[config.mk]
export PLATFORM = sky130hd
export DESIGN_NAME = morph_frame_ctrl_flat
export DESIGN_NICKNAME = d
export VERILOG_FILES = /design/src/rtl/morph_frame_ctrl_if.sv /design/src/rtl/morph_frame_ctrl.sv /design/src/flat_wrapper.sv
export SDC_FILE = /design/constraint.sdc
export NUM_CORES = 1
export LEC_CHECK = 0
export CORE_MARGIN = 1.5
export CORE_UTILIZATION = 50
export CTS_BUF_LIST = sky130_fd_sc_hd__clkbuf_8
export CTS_CLUSTER_DIAMETER = 100
export DETAILED_ROUTE_END_ITERATION = 10
export PLACE_DENSITY = 0.64
export SYNTH_ARGS = -nofsm -noshare
export SYNTH_HDL_FRONTEND = slang
export SYNTH_SLANG_ARGS = --single-unit
[constraint.sdc]
create_clock -name clock -period 8.6 [get_ports clock]
set_clock_uncertainty 0.2 [all_clocks]
set_input_delay 0.86 -clock clock [delete_from_list [all_inputs] [get_ports clock]]
set_output_delay 0.86 -clock clock [all_outputs]
set_load 0.02 [all_outputs]
[src/rtl/morph_frame_ctrl_if.sv]
// Pixel-path bundle for morph_frame_ctrl: source stream, window block link and aligned output stream.
// The controller uses the slave modport; the surrounding source/window/consumer side uses master.
interface morph_frame_ctrl_if #(
  parameter int unsigned N = 1
);
  logic         in_valid;
  logic [N-1:0] in_pixel;
  logic         win_rst_n;
  logic         win_read;
  logic [N-1:0] win_pi;
  logic         win_valid;
  logic [N-1:0] win_pixel;
  logic         out_valid;
  logic [N-1:0] out_pixel;
  logic         out_sof;
  logic         out_eol;

  modport master (
    output in_valid, in_pixel, win_valid, win_pixel,
    input  win_rst_n, win_read, win_pi, out_valid, out_pixel, out_sof, out_eol
  );

  modport slave (
    input  in_valid, in_pixel, win_valid, win_pixel,
    output win_rst_n, win_read, win_pi, out_valid, out_pixel, out_sof, out_eol
  );
endinterface

[src/rtl/morph_frame_ctrl.sv]
// Frame sequencer for the 3x3 morphology window: clears the window, feeds a W*H frame plus W+1 pad
// pixels, drops fill latency and emits W*H aligned pixels. Optional macro BORDER_MASK_EN masks frame edges.
module morph_frame_ctrl #(
  parameter int unsigned    N          = 1,
  parameter logic [N-1:0]   PAD_VALUE  = '0,
  parameter logic [N-1:0]   BORDER_VAL = '0
) (
  input  logic                 clock,
  input  logic                 reset,
  input  logic [15:0]          img_width,
  input  logic [15:0]          img_height,
  input  logic                 start,
  output logic                 busy,
  output logic                 done,
  output logic                 cfg_err,
  output logic                 drop_err,
  morph_frame_ctrl_if.slave    bus
);

  typedef enum logic [2:0] {IDLE, CLEAR, RUN, FLUSH, DRAIN} state_t;

  state_t       state_q, state_d;
  logic [15:0]  w_q, h_q;
  logic [31:0]  total_q;
  logic [31:0]  in_cnt_q;
  logic [16:0]  flush_cnt_q;
  logic [16:0]  skip_q;
  logic [31:0]  out_cnt_q;
  logic [15:0]  col_q, row_q;
  logic         cfg_ok;
  logic         active;
  logic         fwd;

  assign cfg_ok = (img_width >= 16'd3) && (img_height >= 16'd1);
  assign active = (state_q == RUN) || (state_q == FLUSH) || (state_q == DRAIN);
  assign fwd    = bus.win_valid && active && (skip_q == ({1'b0, w_q} + 17'd1)) &&
                  (out_cnt_q < total_q);

  assign busy          = (state_q != IDLE);
  assign bus.win_rst_n = ~(reset | (state_q == CLEAR));

  always_ff @(posedge clock) begin
    if (reset) state_q <= IDLE;
    else       state_q <= state_d;
  end

  always_comb begin
    state_d      = state_q;
    bus.win_read = 1'b0;
    bus.win_pi   = '0;
    case (state_q)
      IDLE:  if (start && cfg_ok) state_d = CLEAR;
      CLEAR: state_d = RUN;
      RUN: begin
        bus.win_read = bus.in_valid;
        bus.win_pi   = bus.in_pixel;
        if (bus.in_valid && (in_cnt_q + 32'd1 == total_q)) state_d = FLUSH;
      end
      FLUSH: begin
        bus.win_read = 1'b1;
        bus.win_pi   = PAD_VALUE;
        if (flush_cnt_q == {1'b0, w_q}) state_d = DRAIN;
      end
      DRAIN: if (out_cnt_q == total_q) state_d = IDLE;
      default: state_d = IDLE;
    endcase
    // Keep the window strobe quiet while reset is held, even if the state has not yet returned to IDLE.
    if (reset) begin
      bus.win_read = 1'b0;
      bus.win_pi   = '0;
    end
  end

  always_ff @(posedge clock) begin
    if (reset) begin
      w_q           <= '0;
      h_q           <= '0;
      total_q       <= '0;
      in_cnt_q      <= '0;
      flush_cnt_q   <= '0;
      skip_q        <= '0;
      out_cnt_q     <= '0;
      col_q         <= '0;
      row_q         <= '0;
      done          <= 1'b0;
      cfg_err       <= 1'b0;
      drop_err      <= 1'b0;
      bus.out_valid <= 1'b0;
      bus.out_pixel <= '0;
      bus.out_sof   <= 1'b0;
      bus.out_eol   <= 1'b0;
    end else begin
      done          <= (state_q == DRAIN) && (state_d == IDLE);
      cfg_err       <= (state_q == IDLE) && start && !cfg_ok;
      drop_err      <= bus.in_valid && (state_q != RUN);
      bus.out_valid <= fwd;
      bus.out_sof   <= 1'b0;
      bus.out_eol   <= 1'b0;

      if (state_q == IDLE && start && cfg_ok) begin
        w_q <= img_width;
        h_q <= img_height;
      end

      if (state_q == CLEAR) begin
        total_q     <= 32'(w_q) * 32'(h_q);
        in_cnt_q    <= '0;
        flush_cnt_q <= '0;
        skip_q      <= '0;
        out_cnt_q   <= '0;
        col_q       <= '0;
        row_q       <= '0;
      end else begin
        if (state_q == RUN && bus.in_valid) in_cnt_q <= in_cnt_q + 32'd1;
        if (state_q == FLUSH) flush_cnt_q <= flush_cnt_q + 17'd1;
        if (bus.win_valid && active && (skip_q < ({1'b0, w_q} + 17'd1)))
          skip_q <= skip_q + 17'd1;
        if (fwd) begin
          out_cnt_q   <= out_cnt_q + 32'd1;
          bus.out_sof <= (row_q == 16'd0) && (col_q == 16'd0);
          bus.out_eol <= (col_q == w_q - 16'd1);
`ifdef BORDER_MASK_EN
          if (row_q == 16'd0 || row_q == h_q - 16'd1 || col_q == 16'd0 || col_q == w_q - 16'd1)
            bus.out_pixel <= BORDER_VAL;
          else
            bus.out_pixel <= bus.win_pixel;
`else
          bus.out_pixel <= bus.win_pixel;
`endif
          if (col_q == w_q - 16'd1) begin
            col_q <= '0;
            row_q <= row_q + 16'd1;
          end else begin
            col_q <= col_q + 16'd1;
          end
        end
      end
    end
  end

`ifndef BORDER_MASK_EN
  logic border_unused;
  assign border_unused = ^BORDER_VAL;
`endif

endmodule

[src/flat_wrapper.sv]
// flat-port wrapper written by rule: the top's interface ports become plain ports
module morph_frame_ctrl_flat 
#(
  parameter int unsigned    N          = 1,
  parameter logic [N-1:0]   PAD_VALUE  = '0,
  parameter logic [N-1:0]   BORDER_VAL = '0
)
  (clock, reset, img_width, img_height, start, busy, done, cfg_err, drop_err, bus_in_valid, bus_in_pixel, bus_win_valid, bus_win_pixel, bus_win_rst_n, bus_win_read, bus_win_pi, bus_out_valid, bus_out_pixel, bus_out_sof, bus_out_eol);
  morph_frame_ctrl_if #(.N(N)) bus_i ();
  input  logic clock;
  input  logic reset;
  input  logic [15:0] img_width;
  input  logic [15:0] img_height;
  input  logic start;
  output logic busy;
  output logic done;
  output logic cfg_err;
  output logic drop_err;
  input wire logic [$bits(bus_i.in_valid)-1:0] bus_in_valid;
  input wire logic [$bits(bus_i.in_pixel)-1:0] bus_in_pixel;
  input wire logic [$bits(bus_i.win_valid)-1:0] bus_win_valid;
  input wire logic [$bits(bus_i.win_pixel)-1:0] bus_win_pixel;
  output wire logic [$bits(bus_i.win_rst_n)-1:0] bus_win_rst_n;
  output wire logic [$bits(bus_i.win_read)-1:0] bus_win_read;
  output wire logic [$bits(bus_i.win_pi)-1:0] bus_win_pi;
  output wire logic [$bits(bus_i.out_valid)-1:0] bus_out_valid;
  output wire logic [$bits(bus_i.out_pixel)-1:0] bus_out_pixel;
  output wire logic [$bits(bus_i.out_sof)-1:0] bus_out_sof;
  output wire logic [$bits(bus_i.out_eol)-1:0] bus_out_eol;
  assign bus_i.in_valid = bus_in_valid;
  assign bus_i.in_pixel = bus_in_pixel;
  assign bus_i.win_valid = bus_win_valid;
  assign bus_i.win_pixel = bus_win_pixel;
  assign bus_win_rst_n = bus_i.win_rst_n;
  assign bus_win_read = bus_i.win_read;
  assign bus_win_pi = bus_i.win_pi;
  assign bus_out_valid = bus_i.out_valid;
  assign bus_out_pixel = bus_i.out_pixel;
  assign bus_out_sof = bus_i.out_sof;
  assign bus_out_eol = bus_i.out_eol;
  morph_frame_ctrl #(.N(N), .PAD_VALUE(PAD_VALUE), .BORDER_VAL(BORDER_VAL)) u_core (.clock(clock), .reset(reset), .img_width(img_width), .img_height(img_height), .start(start), .busy(busy), .done(done), .cfg_err(cfg_err), .drop_err(drop_err), .bus(bus_i));
endmodule
==> flow_metrics.env, run 1 <==
export IMPL_status="completed"
export IMPL_layout_drive_gt1_share=0.04744
export IMPL_nNetsFinal=2814
export IMPL_crit_path_max_fanout=20
export IMPL_clock_latency_ps=600
export IMPL_antenna_found_initial=1
export IMPL_portBuffers=49
export IMPL_cts_hold_buf=0
export IMPL_via_per_inst=5.584
export IMPL_layout_commonest_cell="inv_1"
export IMPL_clk_pin_slew_ps=60
export IMPL_place_congestion=0.9192
export IMPL_hold_path_class="flop to flop"
export IMPL_ant_nets=0
export IMPL_postPlaceCellArea_mm2=0.02111
export IMPL_cts_setup_buffers=0
export IMPL_yosysSeqAreaShare=0.2021
export IMPL_setup_violations_final=0
export IMPL_cts_tree="done"
export IMPL_clock_path_buffers=3
export IMPL_p_total_w=0.002655
export IMPL_antenna_cells=0
export IMPL_h_tree_depth=2
export IMPL_area_delta_synth_final_pct=8.623
export IMPL_syn_area_mm2=0.02021
export IMPL_cts_num_sinks=204
export IMPL_die_area_mm2=0.04164
export IMPL_first_pass_iters=5
export IMPL_yosysUniqueCellTypes=76
export IMPL_grtUsageTotal=0.2651
export IMPL_wl_um=52720
export IMPL_setup_tns_final_ps=0
export IMPL_synth_area_top_cells="dfxtp_1 (20%), fa_1 (19%), ha_1 (10%), inv_1 (5.4%), nand2_1 (5.3%)"
export IMPL_layout_common_cells="inv_1 (302), nand2_1 (286), dfxtp_1 (204)"
export IMPL_cp_arrival_ps=7710
export IMPL_ys_seq_elements=204
export IMPL_synthArstFlopShare=0
export IMPL_ir_drop_mv=0.09401
export IMPL_power_density_mw_per_mm2=120.9
export IMPL_cts_inserted_buffers=40
export IMPL_dpl_hpwl_um=40590
export IMPL_rsz0062_at_grt="no"
export IMPL_worstMarginPinSlew_ps=1105
export IMPL_synth_top_area_cell="dfxtp_1"
export IMPL_synth_edf_count=0
export IMPL_critPathKind="flop to flop"
export IMPL_drtIter0Drc=1084
export IMPL_yosysWarningCount=0
export IMPL_final_max_slew_violation_count=0
export IMPL_vias=16583
export IMPL_grt_pass1_vias=16940
export IMPL_hold_viol=0
export IMPL_grt_max_degree=76
export IMPL_initial_core_util=0.5075
export IMPL_wl_per_cell_um=17.75
export IMPL_grt_pass1_wl_um=87440
export IMPL_ctsResizeCount=0
export IMPL_cp_required_ps=8870
export IMPL_cts_root_buf="clkbuf_8"
export IMPL_syn_area_per_cell_um2=8.352
export IMPL_fp_dieH_um=204.1
export IMPL_power_leakage_nw=9.686
export IMPL_die_w_um=204.1
export IMPL_max_freq_mhz=134.4
export IMPL_final_cell_area_mm2=0.02195
export IMPL_synth_cells=2420
export IMPL_synth_top_cell_area_share=0.2021
export IMPL_drv_cap=0
export IMPL_ys_flop_type="dfxtp_1"
export IMPL_grt_ovfl_total=0
export IMPL_drc=0
export IMPL_slew_headroom=0.2608
export IMPL_core_area_mm2=0.03982
export IMPL_end_kind="flop"
export IMPL_worst_setup_path_start_kind="flop"
export IMPL_final_min_clock_period_ps=7438
export IMPL_io_pins=50
export IMPL_syn_num_nets=2816
export IMPL_finalCritPeriodShare=0.8649
export IMPL_rows=73
[worst paths after layout]
| path | cells after the start | to | start | slack (ps) |
|---|---|---|---|---|
| setup / recovery | 21 | u_core.total_q[31] | u_core.w_q[7] | 1160 |
| hold / removal | 2 | u_core.bus.out_pixel | u_core.bus.out_pixel | 250 |
| setup reg to reg | 21 | u_core.total_q[31] | u_core.w_q[7] | 1160 |
| hold reg to reg | 2 | u_core.bus.out_pixel | u_core.bus.out_pixel | 250 |
[logic make-up after synthesis]
group           synth area share
compound gates           0.08010
xor+xnor                 0.08840
fa+ha+maj                 0.2931
buf+inv                  0.07837
flops                     0.2021
mux                      0.02352
simple gates              0.2345
[cells in the mapped netlist (6+ instances only)]
library cell  instances
inv_1               291
o21a_1                7
fa_1                194
buf_1                12
mux2i_1              43
o211ai_1              6
xor2_1               89
and4_1                7
nand3b_1              9
nand3_1              64
nand2_1             286
or4_1                13
a211oi_1             11
nor3_1               33
nand4_1              50
nand2b_1              8
and2_1              127
nor4_1               50
or3_1                37
xnor2_1             115
a31oi_1               8
o31ai_1               9
a21oi_1              83
nor2b_1              12
dfxtp_1             204
o21ai_0              52
nor3b_1               6
and3_1               30
ha_1                163
a21o_1               26
nor2_1              180
o41ai_1               6
clkbuf_1            106
nor4b_1               7
[state kept, by name, indices dropped and copies added, names as in the netlist, 3 cells and up]
signal / count
u_core.out_cnt_q: 32
u_core.row_q: 16
u_core.total_q: 32
u_core.col_q: 16
u_core.state_q: 3
u_core.flush_cnt_q: 17
u_core.h_q: 16
u_core.in_cnt_q: 32
u_core.skip_q: 17
u_core.w_q: 16
[worst max-delay path: stages (launching register included)]
cell and delay (ps):
dfxtp_1 840, and2_1 260, fa_1 420, inv_1 90, fa_1 420, fa_1 510
inv_1 50, fa_1 470, fa_1 540, inv_1 50, fa_1 530, inv_1 40
ha_1 330, and3_1 220, a31o_2 240, a311oi_1 450, or4_1 230, a31oi_1 170
a311o_1 400, o211a_1 270, o2111a_1 230, a2111oi_0 340
[report_power, final]
| part | switching [W] | leakage, nW | internal (W) |
|---|---|---|---|
| Clock | 0.000454 | 0.478 | 0.000604 |
| Combinational | 0.000338 | 7.56 | 0.000228 |
| Sequential | 0.0000659 | 1.65 | 0.000965 |
[routing by layer]
metal / up-vias / track usage / routed length (um)
met5: - / 0 / 0
met4: 0 / 0.08718 / 1512
met3: 90 / 0.03380 / 2357
met2: 383 / 0.4593 / 25740
met1: 8165 / 0.3416 / 23110
li1: 7945 / - / -
[final cells by class]
class | count | area, um^2
multi-input combinational | 1800 | 14560
timing repair buffer | 80 | 718.2
fill | 3829 | 17870
sequential | 204 | 4084
tap | 525 | 656.9
clock inverter | 20 | 168.9
clock buffer | 49 | 674.4
inverter | 292 | 1096
[stage by stage]
stage	std cells	utilization	setup slack, ps	hold slack [ps]
after floorplan	2420	-	1415	243.3
after global placement	2901	0.5301	1281	240.3
after detailed placement	2901	0.5301	1153	249.4
after CTS	2970	0.5513	1123	256.8
after global routing	2970	0.5513	766.4	281.1
final	2970	0.5513	1162	251.8
Power figures use the tool's default switching activity.
==> inputs of run 2 (changes only) <==
--- a/config.mk
+++ b/config.mk
@@ -10,6 +10,7 @@
 export CTS_BUF_LIST = sky130_fd_sc_hd__clkbuf_8
 export CTS_CLUSTER_DIAMETER = 100
 export DETAILED_ROUTE_END_ITERATION = 10
+export GPL_TIMING_DRIVEN = 1
 export PLACE_DENSITY = 0.64
 export SYNTH_ARGS = -nofsm -noshare
 export SYNTH_HDL_FRONTEND = slang
==> results of run 2 <==
The final DEF is identical to that of run 1; final timing and power are the same.
==> inputs of run 3 (changes only) <==
--- a/config.mk
+++ b/config.mk
@@ -12,6 +12,7 @@
 export DETAILED_ROUTE_END_ITERATION = 10
 export GPL_TIMING_DRIVEN = 1
 export PLACE_DENSITY = 0.64
+export RECOVER_POWER = 25
 export SYNTH_ARGS = -nofsm -noshare
 export SYNTH_HDL_FRONTEND = slang
 export SYNTH_SLANG_ARGS = --single-unit
==> run 3 against run 2 <==
Setup slack better by 3.2 ps. Sequential cell count unchanged. Critical path type unchanged. Core utilization down 0.085 points. Clock-buffer cell count unchanged. Critical endpoint unchanged. Worst hold slack worse by 3.1 ps. Clock power about the same. The run now ends with max-capacitance violations, max-slew violations left. Sequential power about the same. Fmax about the same. First-iteration DRC count down 1.1%. Die area unchanged. Combinational power about the same. Largest power group unchanged.
==> flow_metrics.env, run 3 (synthesized netlist as in run 1, its figures left out) <==
export IMPL_max_freq_mhz=134.5
export IMPL_drtIter0Drc=1072
export IMPL_grtUsageTotal=0.2651
export IMPL_worstHoldPathCells=2
export IMPL_place_inst=2901
export IMPL_hold_viol=0
export IMPL_area_delta_synth_final_pct=8.456
export IMPL_antenna_found_initial=1
export IMPL_power_density_mw_per_mm2=121.0
export IMPL_die_area_mm2=0.04164
export IMPL_initial_core_util=0.5075
export IMPL_cts_tree="done"
export IMPL_dpl_hpwl_um=40590
export IMPL_hold_path_end="u_core.bus.out_pixel"
export IMPL_status="finished, violations left"
export IMPL_n_fill_cell=3837
export IMPL_power_leakage_nw=9.669
export IMPL_h_tree_depth=2
export IMPL_worst_setup_path_start_kind="flop"
export IMPL_nNetsFinal=2814
export IMPL_antenna_cells=0
export IMPL_clock_path_buffers=3
export IMPL_finalCritPeriodShare=0.8645
export IMPL_final_min_clock_period_ps=7435
export IMPL_grt_max_degree=76
export IMPL_setup_violations_final=0
export IMPL_portBuffers=49
export IMPL_core_area_mm2=0.03982
export IMPL_fp_dieH_um=204.1
export IMPL_layout_drive_gt1_share=0.04499
export IMPL_cp_required_ps=8880
export IMPL_cts_root_buf="clkbuf_8"
export IMPL_stdcell_count=2970
export IMPL_reg_largest_list="u_core.in_cnt_q (32), u_core.out_cnt_q (32), u_core.total_q (32)"
export IMPL_rsz0062_at_grt="no"
export IMPL_grt_pass1_vias=16940
export IMPL_end_kind="flop"
export IMPL_layout_commonest_cell="inv_1"
export IMPL_grt_pass1_wl_um=87440
export IMPL_vias=16594
export IMPL_seq_area_mm2=0.004084
export IMPL_r2r_cells=21
export IMPL_layout_common_cells="inv_1 (302), nand2_1 (286), dfxtp_1 (204)"
export IMPL_via_per_inst=5.587
export IMPL_final_max_slew_violation_count=76
export IMPL_wl_per_cell_um=17.71
export IMPL_cts_num_sinks=204
export IMPL_cts_setup_buffers=0
export IMPL_place_congestion=0.9192
export IMPL_clk_pin_slew_ps=60
export IMPL_worstMarginPinSlew_ps=3592
export IMPL_critPathKind="flop to flop"
export IMPL_r2r_slack_ps=1170
export IMPL_ctsResizeCount=0
export IMPL_critPathLaunch="u_core.w_q[7]"
export IMPL_r2r_start="u_core.w_q[7]"
export IMPL_rr_endpoint="u_core.total_q[31]"
export IMPL_hold_path_class="flop to flop"
export IMPL_ant_nets=0
export IMPL_cts_hold_buf=0
export IMPL_rows=73
export IMPL_min_from="u_core.bus.out_pixel"
export IMPL_cp_arrival_ps=7710
export IMPL_grt_ovfl_total=0
export IMPL_slew_headroom=-1.395
export IMPL_drv_cap=1
export IMPL_drc=0
export IMPL_final_core_util=0.5505
export IMPL_setup_tns_final_ps=0
export IMPL_die_w_um=204.1
export IMPL_clock_latency_ps=610
export IMPL_violations="max-capacitance violations, max-slew violations"
export IMPL_ir_drop_mv=0.09360
export IMPL_crit_path_max_fanout=20
export IMPL_cts_inserted_buffers=40
export IMPL_io_pins=50
export IMPL_wl_um=52610
export IMPL_first_pass_iters=5
export IMPL_multi_input_area_mm2=0.01454
[run 3: cell types whose count changed in the layout (fill, tap and decap cells not counted), sizes merged]
cell           delta
buf               -4
clkbuf            +4
clkdlybuf4s50     -8
dlygate4sd3       +8
[run 3: power by group]
| part | switching (W) | total [W] | internal, W |
|---|---|---|---|
| Sequential | 0.0000662 | 0.00103 | 0.000965 |
| Clock | 0.000454 | 0.00106 | 0.000604 |
| Combinational | 0.000337 | 0.000563 | 0.000226 |
[run 3: final cells by class]
cell class,count,share of cell area
inverter,292,0.05000
clock inverter,20,0.007705
tap,525,0.02997
sequential,204,0.1863
clock buffer,49,0.03076
multi-input combinational,1800,0.6632
timing repair buffer,80,0.03208
[run 3: how the worst max path moves through the flow]
stage	end	slack [ps]
floorplan	u_core.total_q[31]	1410
global placement	u_core.total_q[31]	1280
detailed placement	u_core.total_q[31]	1150
CTS	u_core.total_q[31]	1120
global route	u_core.total_q[31]	770
finish	u_core.total_q[31]	1170
[run 3: worst max-delay path, cell delays in order, from the launching register on]
cell and delay, ps:
dfxtp_1 830, and2_1 250, fa_1 420, inv_1 90, fa_1 410, fa_1 510, inv_1 50, fa_1 470
fa_1 540, inv_1 50, fa_1 530, inv_1 40, ha_1 330, and3_1 220, a31o_2 240, a311oi_1 450
or4_1 230, a31oi_1 170, a311o_1 400, o211a_1 270, o2111a_1 230, a2111oi_0 340
[run 3: per-stage QoR]
step / area, um^2 / setup slack [ps] / hold slack [ps] / total power (W)
after floorplan: 20210 / 1415 / 243.3 / 0.001431
after global placement: 21110 / 1281 / 240.3 / 0.001603
after detailed placement: 21110 / 1153 / 249.4 / 0.001615
after CTS: 21950 / 1123 / 256.8 / 0.002683
after global routing: 21920 / 766.4 / 277.9 / 0.002791
final: 21920 / 1165 / 248.8 / 0.002653
[run 3: layer usage]
layer,track usage,up-vias,wire (um)
li1,-,7945,-
met1,0.3416,8157,22910
met2,0.4593,400,25660
met3,0.03380,92,2496
met4,0.08718,0,1550
met5,0,-,0
